==> src/rtl/dtof_two_stage_histogrammer_if.sv <==
// dtof_two_stage_histogrammer_if: sample input (wrEn, roughData) and histogram/peak/window outputs
interface dtof_two_stage_histogrammer_if #(
  parameter int Np = 10,
  parameter int Nb = 4,
  parameter int peakMax = 8
);
  logic wrEn;
  logic [Np-1:0] roughData;
  logic [Nb-1:0] data;
  logic [peakMax-1:0] binCounts;
  logic acq_count_finish;
  logic hisNum;
  logic [Nb-1:0] peakCH;
  logic [Nb-1:0] peakFH;
  logic peakDone;
  logic [Np-1:0] THminus;
  logic [Np-1:0] THpositive;
  logic [Np-1:0] delta;
  logic algebraicReady;
  modport master (
    output wrEn, roughData,
    input data, binCounts, acq_count_finish, hisNum, peakCH, peakFH, peakDone,
    input THminus, THpositive, delta, algebraicReady
  );
  modport slave (
    input wrEn, roughData,
    output data, binCounts, acq_count_finish, hisNum, peakCH, peakFH, peakDone,
    output THminus, THpositive, delta, algebraicReady
  );
endinterface

==> src/rtl/dtof_two_stage_histogrammer.sv <==
// dtof_two_stage_histogrammer: coarse/fine dToF histogram engine; clk, res, bus carries samples in and bins/peaks/window out
module dtof_two_stage_histogrammer #(
  parameter int Np = 10,
  parameter int Nb = 4,
  parameter int peakMax = 8,
  parameter int SAMPLES_PER_HIS = 12
) (
  input logic clk,
  input logic res,
  dtof_two_stage_histogrammer_if.slave bus
);
  localparam int NBINS = 2 ** Nb;
  localparam int CW = $clog2(SAMPLES_PER_HIS + 1);
  localparam logic [Np-1:0] DELTA = Np'(1) << (Np - 2 * Nb);
  typedef enum logic [1:0] {COARSE_ACQ, COARSE_PEAK, FINE_ACQ, FINE_PEAK} state_t;
  state_t state_q;
  logic [peakMax-1:0] bins_q [NBINS];
  logic [CW-1:0] cnt_q;
  logic [Nb-1:0] idx_q, arg_q, peak_ch_q, peak_fh_q;
  logic [peakMax-1:0] max_q;
  logic his_q, fin_q, done_q, rdy_q;
  logic acq, in_win, hit, better;
  logic [Np-1:0] th_lo, th_hi, off;
  logic [Nb-1:0] addr;
  logic [peakMax-1:0] peak_cnt;
  always_comb begin
    acq = state_q == COARSE_ACQ || state_q == FINE_ACQ;
    th_lo = rdy_q ? {peak_ch_q, {(Np - Nb){1'b0}}} : '0;
    th_hi = rdy_q ? {peak_ch_q, {(Np - Nb){1'b1}}} : '0;
    in_win = bus.roughData >= th_lo && bus.roughData <= th_hi;
    off = bus.roughData - th_lo;
    addr = his_q ? Nb'(off >> (Np - 2 * Nb)) : Nb'(bus.roughData >> (Np - Nb));
    hit = !his_q || in_win;
    peak_cnt = bins_q[idx_q];
    better = idx_q == '0 || peak_cnt > max_q;
  end
  assign bus.data = acq ? addr : idx_q;
  assign bus.binCounts = acq ? '0 : peak_cnt;
  assign bus.acq_count_finish = fin_q;
  assign bus.hisNum = his_q;
  assign bus.peakCH = peak_ch_q;
  assign bus.peakFH = peak_fh_q;
  assign bus.peakDone = done_q;
  assign bus.THminus = th_lo;
  assign bus.THpositive = th_hi;
  assign bus.delta = rdy_q ? DELTA : '0;
  assign bus.algebraicReady = rdy_q;
  always_ff @(posedge clk) begin
    if (res) begin
      state_q <= COARSE_ACQ;
      for (int i = 0; i < NBINS; i++) bins_q[i] <= '0;
      cnt_q <= '0;
      idx_q <= '0;
      arg_q <= '0;
      max_q <= '0;
      peak_ch_q <= '0;
      peak_fh_q <= '0;
      his_q <= 1'b0;
      fin_q <= 1'b0;
      done_q <= 1'b0;
      rdy_q <= 1'b0;
    end else begin
      fin_q <= 1'b0;
      done_q <= 1'b0;
      if (acq) begin
        if (bus.wrEn) begin
          cnt_q <= cnt_q + 1'b1;
          if (hit && bins_q[addr] != '1) bins_q[addr] <= bins_q[addr] + 1'b1;
          if (cnt_q == CW'(SAMPLES_PER_HIS - 1)) begin
            fin_q <= 1'b1;
            idx_q <= '0;
            state_q <= his_q ? FINE_PEAK : COARSE_PEAK;
          end
        end
      end else begin
        idx_q <= idx_q + 1'b1;
        if (better) begin
          max_q <= peak_cnt;
          arg_q <= idx_q;
        end
        if (idx_q == '1) begin
          done_q <= 1'b1;
          cnt_q <= '0;
          for (int i = 0; i < NBINS; i++) bins_q[i] <= '0;
          his_q <= !his_q;
          state_q <= his_q ? COARSE_ACQ : FINE_ACQ;
          if (his_q) peak_fh_q <= better ? idx_q : arg_q;
          else begin
            peak_ch_q <= better ? idx_q : arg_q;
            rdy_q <= 1'b1;
          end
        end
      end
    end
  end
endmodule

==> src/flat_wrapper.sv <==
// flat-port wrapper written by rule: the top's interface ports become plain ports
module dtof_two_stage_histogrammer_flat 
#(
  parameter int Np = 10,
  parameter int Nb = 4,
  parameter int peakMax = 8,
  parameter int SAMPLES_PER_HIS = 12
)
  (clk, res, bus_wrEn, bus_roughData, bus_data, bus_binCounts, bus_acq_count_finish, bus_hisNum, bus_peakCH, bus_peakFH, bus_peakDone, bus_THminus, bus_THpositive, bus_delta, bus_algebraicReady);
  dtof_two_stage_histogrammer_if #(.Np(Np), .Nb(Nb), .peakMax(peakMax)) bus_i ();
  input logic clk;
  input logic res;
  input wire logic [$bits(bus_i.wrEn)-1:0] bus_wrEn;
  input wire logic [$bits(bus_i.roughData)-1:0] bus_roughData;
  output wire logic [$bits(bus_i.data)-1:0] bus_data;
  output wire logic [$bits(bus_i.binCounts)-1:0] bus_binCounts;
  output wire logic [$bits(bus_i.acq_count_finish)-1:0] bus_acq_count_finish;
  output wire logic [$bits(bus_i.hisNum)-1:0] bus_hisNum;
  output wire logic [$bits(bus_i.peakCH)-1:0] bus_peakCH;
  output wire logic [$bits(bus_i.peakFH)-1:0] bus_peakFH;
  output wire logic [$bits(bus_i.peakDone)-1:0] bus_peakDone;
  output wire logic [$bits(bus_i.THminus)-1:0] bus_THminus;
  output wire logic [$bits(bus_i.THpositive)-1:0] bus_THpositive;
  output wire logic [$bits(bus_i.delta)-1:0] bus_delta;
  output wire logic [$bits(bus_i.algebraicReady)-1:0] bus_algebraicReady;
  assign bus_i.wrEn = bus_wrEn;
  assign bus_i.roughData = bus_roughData;
  assign bus_data = bus_i.data;
  assign bus_binCounts = bus_i.binCounts;
  assign bus_acq_count_finish = bus_i.acq_count_finish;
  assign bus_hisNum = bus_i.hisNum;
  assign bus_peakCH = bus_i.peakCH;
  assign bus_peakFH = bus_i.peakFH;
  assign bus_peakDone = bus_i.peakDone;
  assign bus_THminus = bus_i.THminus;
  assign bus_THpositive = bus_i.THpositive;
  assign bus_delta = bus_i.delta;
  assign bus_algebraicReady = bus_i.algebraicReady;
  dtof_two_stage_histogrammer #(.Np(Np), .Nb(Nb), .peakMax(peakMax), .SAMPLES_PER_HIS(SAMPLES_PER_HIS)) u_core (.clk(clk), .res(res), .bus(bus_i));
endmodule
==> config.mk <==
export PLATFORM = sky130hd
export DESIGN_NAME = dtof_two_stage_histogrammer_flat
export DESIGN_NICKNAME = d
export VERILOG_FILES = /design/src/rtl/dtof_two_stage_histogrammer_if.sv /design/src/rtl/dtof_two_stage_histogrammer.sv /design/src/flat_wrapper.sv
export SDC_FILE = /design/constraint.sdc
export NUM_CORES = 1
export LEC_CHECK = 0
export ABC_CLOCK_PERIOD_IN_PS = 5400
export CAP_MARGIN = 5
export CORE_MARGIN = 2
export CORE_UTILIZATION = 50
export CTS_BUF_LIST = sky130_fd_sc_hd__clkbuf_4 sky130_fd_sc_hd__clkbuf_8
export DETAILED_ROUTE_END_ITERATION = 12
export PLACE_DENSITY = 0.69
export SYNTH_ARGS = -nofsm -noshare
export SYNTH_HDL_FRONTEND = slang
export SYNTH_SLANG_ARGS = --single-unit
==> constraint.sdc <==
create_clock -name clk -period 5.4 [get_ports clk]
set_input_delay 0.81 -clock clk [delete_from_list [all_inputs] [get_ports clk]]
set_output_delay 0.81 -clock clk [all_outputs]
set_load 0.01 [all_outputs]
==> flow_summary.yaml <==
synthesis:
  synth-seq-cells: 165
  syn_area_per_cell_sq_um: 11.9
  ys_seq_area_share_pct: 47.9
  yosysUniqueCellTypes: 63
  yosys-top-cells-area: "edfxtp_1 (40%), mux4_2 (13%), dfxtp_1 (7.7%)"
  netlist_area_sq_um: 9560
  synth_warnings: 0
  yosysTopAreaCell: "edfxtp_1"
  ys_async_sr_fraction_pct: 0
  syn_inst: 801
  yosysTopAreaCellShare_pct: 40.2
  synth-edff-count: 128
  ys_dominant_reg_cell: "edfxtp_1"
sta:
  fin_skew_ns: 0.0126
  setup_viol_count_final: 0
  period_minus_slack_ns: 4.34
  worstMarginPinSlew_ns: 1.12
  rsz0062_at_grt: "no"
  hold_viol_final: 0
  whs_ns: 0.496
  slew_violations: 0
  setup_tns_ns: 0
  period_share_pct: 80.3
  relSlewSlack_pct: 25.2
  fmax_ghz: 0.231
die:
  core_area_sq_um: 18700
  die_area_sq_um: 20200
  dieWidth_um: 142
  start_util_pct: 51.1
  fp.dieH_um: 142
  rows: 50
  ios: 67
layout:
  fin_area_sq_um: 10500
  post_route_cells_drive_above_1_share_pct: 19.7
  fin_cells: 1079
  multiInputGateArea_sq_um: 4430
  layout.nets: 868
  layout_commonest_cell: "nor2_1"
  area_delta_synth_final_pct: 9.84
  mostFrequentLayoutCells: "nor2_1 (166), edfxtp_1 (128), mux4_2 (54)"
  fillCellCount: 1500
  register_area_sq_um: 4590
pwr:
  power.switching_uw: 744
  p_int_uw: 1940
  p_clk_share_pct: 32.8
  switching_share_pct: 27.7
  p_seq_share_pct: 53.6
  p_comb_share_pct: 13.6
  power_density_nw_per_um2: 256
  ir_drop_mv: 0.161
  p_leak_uw: 0.00374
worst_setup_path:
  crit_path_frequent_cell: "nand2_1"
  cp_cell_sequence: "clkdlybuf4s50_1 -> mux2_2 -> mux4_2 -> nor2_1 -> nor4_1 -> ha_1 -> nand2_1 -> or4_1 -> buf_12 -> nand3_2 -> nand2_1"
  cp_data_required_time_ns: 5.49
  critPathLaunchType: "input port"
  cpMaxStageDelayCell: "clkdlybuf4s50_1"
  cp.arrival_ns: 4.42
  path_class: "in -> reg"
  max_stage_delay_ns: 0.61
  path_max_fanout: 20
  cp-end-kind: "flip-flop"
detailed_routing:
  wire_per_inst_um: 24.3
  drtPass1Iterations: 6
  vias: 6897
  via_per_inst: 6.39
  wirelength_um: 26200
  first_iter_violations: 782
  drc_errors: 0
  ant_nets: 0
clock_tree:
  cts_tree: "done"
  cts_sinks: 165
  ctsResizeCount: 0
  cts_inserted_buffers: 17
  cts_max_path_buffers: 2
  insertion_delay_ns: 0.46
  post-cts-setup-buffers: 0
  clk_pin_slew_ns: 0.09
  htree_num_levels: 4
  cts.root.buffer_cell: "clkbuf_8"
  postCtsHoldBufs: 0
global_route:
  met2_usage_pct: 44.0
  grt_overflow_total: 0
  grt_max_degree: 35
  antenna_found_initial: 2
  track_usage_pct: 26.8
  met1_usage_pct: 34.2
  grt_pass1_wl_um: 39800
  grt_pass1_vias: 6692
  busiest_layer: "met2"
  grt.met3_usage_pct: 6.46
min_path:
  hold_path_class: "reg -> reg"
run_status:
  outcome: "complete, no violations"
place:
  dpl_cell_area_sq_um: 10100
  hpwl_um: 19100
  port_buffers: 51
  dp_cells: 1046
  place_congestion: 0.952
flow_run:
  maxCapViolCount: 0
-- registers in the layout, indices dropped and copies added (netlist names), named ones only --
name / count
u_core.max_q: 8
u_core.bus.peakCH: 4
u_core.bins_q: 128
u_core.arg_q: 4
u_core.bus.peakDone: 1
u_core.state_q: 1
u_core.idx_q: 4
u_core.bus.algebraicReady: 1
u_core.bus.acq_count_finish: 1
u_core.cnt_q: 4
u_core.bus.peakFH: 4
u_core.bus.hisNum: 1
-- critical path, delay by kind of cell --
family | cells | cell delay, ns
muxes | 2 | 0.92
adders and majority gates | 1 | 0.29
buffers and inverters | 2 | 0.83
and+or+nand+nor | 6 | 1.56
-- synthesized netlist by cell type (2+ instances only) --
master / number
nor2b_1: 10
a31oi_1: 2
a41oi_1: 10
nor2_2: 17
clkbuf_1: 28
inv_1: 24
o211ai_1: 2
xnor2_2: 2
nand2b_1: 5
nor4_1: 2
buf_12: 3
o21a_1: 2
and2_1: 8
a22oi_1: 4
o21ai_0: 15
a211oi_1: 6
a32oi_1: 3
ha_1: 24
nand3_4: 10
xor2_1: 2
o21ai_1: 2
mux4_1: 5
o21bai_1: 37
nor3b_1: 4
a311oi_1: 4
o22ai_1: 4
nand4_1: 7
nand3_2: 8
buf_6: 5
nor3_1: 19
buf_1: 5
nand2_1: 32
dfxtp_1: 37
buf_4: 30
mux2i_1: 13
and3b_1: 3
buf_2: 8
a21o_1: 3
nor2_1: 167
edfxtp_1: 128
o22a_1: 2
mux4_2: 54
a21oi_1: 19
nand3_1: 4
nor4_4: 4
-- power groups by stage --
stage	clock, uW	sequential (uW)	combinational [uW]
4_1_cts	890	1440	357
5_1_grt	939	1440	383
3_3_place_gp	0	1470	352
2_1_floorplan	0	1450	234
6_report	881	1440	365
3_5_place_dp	0	1470	356
-- worst paths after layout --
| path | startpoint | slack, ns | cells after the start | to |
|---|---|---|---|---|
| min | u_core.cnt_q[3] | 0.50 | 2 | u_core.bus.acq_count_finish |
| min reg2reg | u_core.cnt_q[3] | 0.50 | 2 | u_core.bus.acq_count_finish |
| max reg2reg | flip-flop | 1.20 | 13 | u_core.max_q[3] |
| max | bus_roughData[3] | 1.06 | 11 | u_core.bins_q[13][3] |
-- through the flow --
stage               setup slack (ns)  power, uW  util (%)
detailed placement             0.655       1820      54.1
global placement               0.796       1820      54.1
global route                   0.859       2760      56.2
CTS                             1.12       2680      56.1
finish                          1.06       2690      56.2
floorplan                       1.15       1680         -
-- metal layers --
metal	part of all wire, %	wire length [um]
met5	0.050	13
met4	4.5	1190
met3	9.7	2530
met2	48	12500
met1	38	9970
-- layout make-up --
class	count	area share, %
clock buffer	17	2.23
timing repair buffer	77	6.84
inverter	24	0.858
sequential	165	43.7
multi-input combinational	546	42.1
clock inverter	15	1.47
tap	234	2.79
antenna	1	0.0238
-- logic make-up (layout without fill, tap and decap cells) --
group,count (synthesis),count (layout),synth area share (%)
multiplexers,74,74,15.7
buffers and inverters,104,133,6.38
other,1,16,0.0392
XOR/XNOR,6,6,0.785
AND/OR/NAND/NOR,308,308,17.1
adder cells (fa/ha/maj),24,24,3.14
flip-flops,165,165,47.9
AO/OA/AOI/OAI,119,119,8.86
Power figures use the tool's default switching activity.
